`config.mk`:
```
export PLATFORM = sky130hd
export DESIGN_NAME = sm_argmax_flat
export DESIGN_NICKNAME = d
export VERILOG_FILES = /design/src/rtl/sm_argmax_if.sv /design/src/rtl/sm_argmax.sv /design/src/flat_wrapper.sv
export SDC_FILE = /design/constraint.sdc
export NUM_CORES = 1
export LEC_CHECK = 0
export CORE_AREA = 2 2 102 80
export DETAILED_ROUTE_END_ITERATION = 12
export DIE_AREA = 0 0 104 82
export GPL_TIMING_DRIVEN = 0
export PLACE_DENSITY = 0.77
export SLEW_MARGIN = 15
export SYNTH_ARGS = -nofsm -noshare
export SYNTH_HDL_FRONTEND = slang
export SYNTH_SLANG_ARGS = --single-unit
```
`constraint.sdc`:
```
create_clock -name clk -period 4.2 [get_ports clk]
set_input_delay 0.84 -clock clk [delete_from_list [all_inputs] [get_ports clk]]
set_output_delay 0.84 -clock clk [all_outputs]
set_load 0.05 [all_outputs]
```
`src/rtl/sm_argmax_if.sv`:
```
// Score stream between the adder tree and the argmax stage.
// Source drives in_valid/in_data; the argmax stage answers with in_ready.
interface sm_argmax_if #(
  parameter int WIDTH = 32
);
  logic             in_valid;
  logic [WIDTH-1:0] in_data;
  logic             in_ready;

  modport master (output in_valid, output in_data, input in_ready);
  modport slave  (input in_valid, input in_data, output in_ready);
endinterface

```
`src/rtl/sm_argmax.sv`:
```
// Running argmax over one frame of NUM_CLASSES sign-magnitude scores.
//
// state   | meaning
// IDLE    | waiting for start, stream not accepted
// COLLECT | accepting scores, tracking running maximum
// DONE    | one-cycle result pulse
module sm_argmax #(
  parameter int WIDTH       = 32,
  parameter int NUM_CLASSES = 10,
  parameter int IDX_WIDTH   = 4
) (
  input  logic                 clk,
  input  logic                 rst,
  input  logic                 start,
  sm_argmax_if.slave           s_in,
  output logic                 busy,
  output logic                 done,
  output logic [IDX_WIDTH-1:0] max_index,
  output logic [WIDTH-1:0]     max_value
);

  localparam logic [1:0] ST_IDLE    = 2'd0;
  localparam logic [1:0] ST_COLLECT = 2'd1;
  localparam logic [1:0] ST_DONE    = 2'd2;

  localparam logic [IDX_WIDTH-1:0] LAST_IDX = IDX_WIDTH'(NUM_CLASSES - 1);

  logic [1:0]           state;
  logic [IDX_WIDTH-1:0] count;
  logic                 take;

  // Strict sign-magnitude greater-than; +0 and -0 are equal.
  function automatic logic sm_gt(input logic [WIDTH-1:0] a, input logic [WIDTH-1:0] b);
    logic             sa, sb;
    logic [WIDTH-2:0] ma, mb;
    sa = a[WIDTH-1];
    sb = b[WIDTH-1];
    ma = a[WIDTH-2:0];
    mb = b[WIDTH-2:0];
    if ((ma == '0) && (mb == '0))
      sm_gt = 1'b0;
    else if (sa != sb)
      sm_gt = ~sa;
    else if (!sa)
      sm_gt = (ma > mb);
    else
      sm_gt = (ma < mb);
  endfunction

  assign s_in.in_ready = (state == ST_COLLECT);
  assign busy          = (state == ST_COLLECT);
  assign done          = (state == ST_DONE);

  // A score arriving together with an abort start is dropped.
  assign take = (state == ST_COLLECT) && s_in.in_valid && !start;

  always_ff @(posedge clk or posedge rst) begin
    if (rst) begin
      state     <= ST_IDLE;
      count     <= '0;
      max_index <= '0;
      max_value <= '0;
    end else begin
      case (state)
        ST_IDLE: begin
          if (start) begin
            state <= ST_COLLECT;
            count <= '0;
          end
        end
        ST_COLLECT: begin
          if (start) begin
            count <= '0;
          end else if (take) begin
            if ((count == '0) || sm_gt(s_in.in_data, max_value)) begin
              max_value <= s_in.in_data;
              max_index <= count;
            end
            count <= count + 1'b1;
            if (count == LAST_IDX)
              state <= ST_DONE;
          end
        end
        ST_DONE: begin
          count <= '0;
          state <= start ? ST_COLLECT : ST_IDLE;
        end
        default: begin
          state <= ST_IDLE;
          count <= '0;
        end
      endcase
    end
  end

endmodule

```
`src/flat_wrapper.sv`:
```
// flat-port wrapper written by rule: the top's interface ports become plain ports
module sm_argmax_flat 
#(
  parameter int WIDTH       = 32,
  parameter int NUM_CLASSES = 10,
  parameter int IDX_WIDTH   = 4
)
  (clk, rst, start, busy, done, max_index, max_value, s_in_in_valid, s_in_in_data, s_in_in_ready);
  sm_argmax_if #(.WIDTH(WIDTH)) s_in_i ();
  input  logic clk;
  input  logic rst;
  input  logic start;
  output logic busy;
  output logic done;
  output logic [IDX_WIDTH-1:0] max_index;
  output logic [WIDTH-1:0] max_value;
  input wire logic [$bits(s_in_i.in_valid)-1:0] s_in_in_valid;
  input wire logic [$bits(s_in_i.in_data)-1:0] s_in_in_data;
  output wire logic [$bits(s_in_i.in_ready)-1:0] s_in_in_ready;
  assign s_in_i.in_valid = s_in_in_valid;
  assign s_in_i.in_data = s_in_in_data;
  assign s_in_in_ready = s_in_i.in_ready;
  sm_argmax #(.WIDTH(WIDTH), .NUM_CLASSES(NUM_CLASSES), .IDX_WIDTH(IDX_WIDTH)) u_core (.clk(clk), .rst(rst), .start(start), .s_in(s_in_i), .busy(busy), .done(done), .max_index(max_index), .max_value(max_value));
endmodule
```
==> key figures <==
STA
  • Final Slew Violations: 0
  • Min cycle time layout: 3.446 ns
  • Fin. Hold Viols: 0
  • Achievable Freq: around 0.29 GHz
  • Slew HR: 0.5990
  • Fin crit share: 0.8204
  • Worst Tran Pin Value: 0.6004 ns
  • Unrepaired setup endpoints after global routing: no
  • Clk_skew: ~0.012 ns
  • Setup TNS: 0 ns
  • Final setup fails: 0
  • Final worst setup slack: 0.7542 ns

Cells and area
  • Final non-filler cell total: 559
  • Layout cell share with drive strength beyond 1: 0.1233
  • N_diodes: 0
  • Layout net count: roughly 520
  • Synthesis-to-layout area growth: 29.48%

Clock network
  • TritonCTS clock tree: done
  • Clock transition at path regs: 0.08 ns
  • Hold_buf cts: 0
  • Clock Tree Root: clkbuf_8
  • Cts repair resizes: 0
  • Num CTS Buffers: 5
  • H-tree depth: 2
  • CTS max path bufs: 2
  • Postcts setup bufs: 0
  • Worst-Skew Late Latency: 0.31 ns
  • TritonCTS sink count: 42

GRT
  • GRT Total Usage: 0.2206
  • GRT Residual Overflow: 0
  • First-pass GRT wire length: 15040 um
  • Largest net degree at the start of global routing: 29
  • Vias in the first global route: 3158
  • Antenna violations before repair: 0

Critical path
  • Crit path largest cell delay: 0.49 ns
  • Most frequent CP cell: nor3b_2
  • Crit path arrival time: 3.62 ns
  • Setup crit start: s_in_in_data[22]
  • CP Launch Type: primary input
  • Worst path slowest cell: clkdlybuf4s50_1
  • Crit Path Class: in -> reg
  • Family with the most delay on the worst path: simple AND/OR/NAND/NOR gates
  • Req. time, crit path: 4.38 ns
  • Worst-path cell chain: clkdlybuf4s50_1, ha_1, nand4_1, nor4_2, nor3b_2, a21boi_2, nor3b_2, clkbuf_1, o211ai_1, o211ai_2
  • Critical path peak fanout: 10
  • RR Startpoint: u_core.max_value[29]
  • Buf/Inv on CP: 2
  • CP endpoint kind: flop

Synthesis
  • Xor/xnor share of the synthesized area: 0.007979
  • Syn_nets: 442
  • Unique masters post-synth: 38
  • Post-synthesis async set-or-reset flop share: 1.000
  • Largest family of logic cells by synthesized area: compound AO/OA/AOI/OAI gates
  • Mux cell area share after synthesis: 0.009119
  • Synth Register Bits: 42
  • Mapped Avg Cell Area: 8.853 um2
  • Register area share after synthesis: 0.3191
  • Post-synth top cells: nand2_1, dfrtp_1, inv_1, o211ai_1, ha_1
  • Share of Yosys cell area claimed by the top area cell type: 0.3191
  • Ys flop type: dfrtp_1
  • Complex-gate fraction of the synthesized area: 0.2610
  • Most common cell in the netlist: nand2_1
  • Simple-gate portion of the synthesized area: 0.1934
  • Synth Cell Area: 3293 um2
  • Yosys top cell by area: dfrtp_1
  • Synthesized instance count: 372
  • Synth Warn #: 0
  • EDFF count, synth: 0
  • Synth Area in Adders: 0.1292
  • Top cells by area, synth: dfrtp_1, ha_1, o211ai_2, nand2_1, o211ai_1

Floorplan
  • Core box area: 7567 um2
  • Starting Density: 0.4352
  • Die area: 8528 um2
  • Ports: 75
  • Die width: between 100 and 150 um
  • Die Y: 82 um
  • # rows: 28

Worst hold path
  • Type of the worst min-delay path: reg -> reg
  • Hold path startpoint: u_core.max_index[3]

Placement
  • Post-Place Worst Slack: 0.5287 ns
  • GPL Wtd Cong: 0.8485
  • Dpl cells: 552
  • DP HPWL: 7037 um
  • Number of buffers added on ports: 74

Route
  • Wirelength, routed: 9277 um
  • DR DRC count: 0
  • Initial drt markers: 213
  • Avg WL per Cell: between 15 and 20 um
  • DRT antenna net count: 0
  • Vias after detailed routing: 3152
  • Pre-Repair DR Iteration Count: 5
  • Vias per inst: approximately 5.6

Flow run
  • Maxcap violations: 0

Status
  • Status: complete, no violations

Power
  • Peak VDD IR: 0.3707 mV
  • Cell Pwr Density: approximately 630 nW/um2
  • Leakage power: 0.001829 uW
==> cells by family (layout without fill, tap and decap cells) <==
group | count (synthesis) | after routing
AO/OA/AOI/OAI | 99 | 99
XOR/XNOR | 3 | 3
flip-flops | 42 | 42
multiplexers | 3 | 3
AND/OR/NAND/NOR | 133 | 133
buffers and inverters | 58 | 140
adder cells (fa/ha/maj) | 34 | 34
==> path summary, 6_finish.rpt <==
path | end | slack (ns) | depth (start not counted)
min in group asynchronous | u_core.max_index[2] | 0.83 | 2
max in group asynchronous | u_core.max_value[2] | 2.91 | 3
setup / recovery | u_core.max_index[0] | 0.75 | 10
hold / removal | u_core.max_index[3] | 0.53 | 2
hold reg to reg | u_core.max_index[3] | 0.53 | 2
setup reg to reg | u_core.max_index[0] | 1.36 | 10
==> sequential cells by signal (all words and copies together) (netlist names) <==
name	cells
u_core.max_index	4
u_core.state	2
u_core.count	4
u_core.max_value	32
==> worst register-to-register path: cells and delay by family, from the launching register on <==
kind            cells  cell delay [ns]
compound gates      3             0.73
fa+ha+maj           1             0.30
buf+inv             2             0.34
flops               1             0.45
simple gates        4             0.90
==> cell usage in the layout (no fill, tap or decap), drive strengths merged, types with 5 or more instances in the layout <==
master          n
nor4           19
inv            36
a21oi          14
nand2          77
nand4          10
nand3           5
ha             34
nor2            7
clkdlybuf4s50  74
o21ai           7
nor3            5
dfrtp          42
o211ai         66
clkbuf         18
buf            10
==> layout make-up <==
type                       count  area, um2
fill                         702       3303
multi-input combinational    272       1978
sequential                    42       1051
timing repair buffer          75      760.7
inverter                      36      135.1
tap                          105      131.4
buffer                        22      128.9
clock buffer                   5      68.82
clock inverter                 2      10.01
==> power breakdown <==
part	switching [uW]	internal (uW)	total, uW
logic	1090	614	1710
clock network	150	112	262
registers	179	552	731
total	1420	1280	2700
==> metal layers <==
metal / GRT usage / wire [um] / vias to the layer above
met4: 0.05676 / 106 / 0
li1: - / - / 1526
met2: 0.3921 / 4406 / 119
met1: 0.2849 / 4152 / 1495
met5: 0 / 0 / -
met3: 0.03492 / 612 / 12
==> stage by stage <==
stage          hold WS [ns]  cell area [um2]  utilization  power, uW
6_report             0.5309             4264       0.5635       2699
5_1_grt              0.5712             4264       0.5635       2868
4_1_cts              0.5398             4264       0.5635       2708
3_5_place_dp         0.5280             4185       0.5531       2437
3_3_place_gp         0.5204             4165       0.5504       2384
2_1_floorplan        0.5058             3293            -       1873
(Power assumes the default switching activity.)
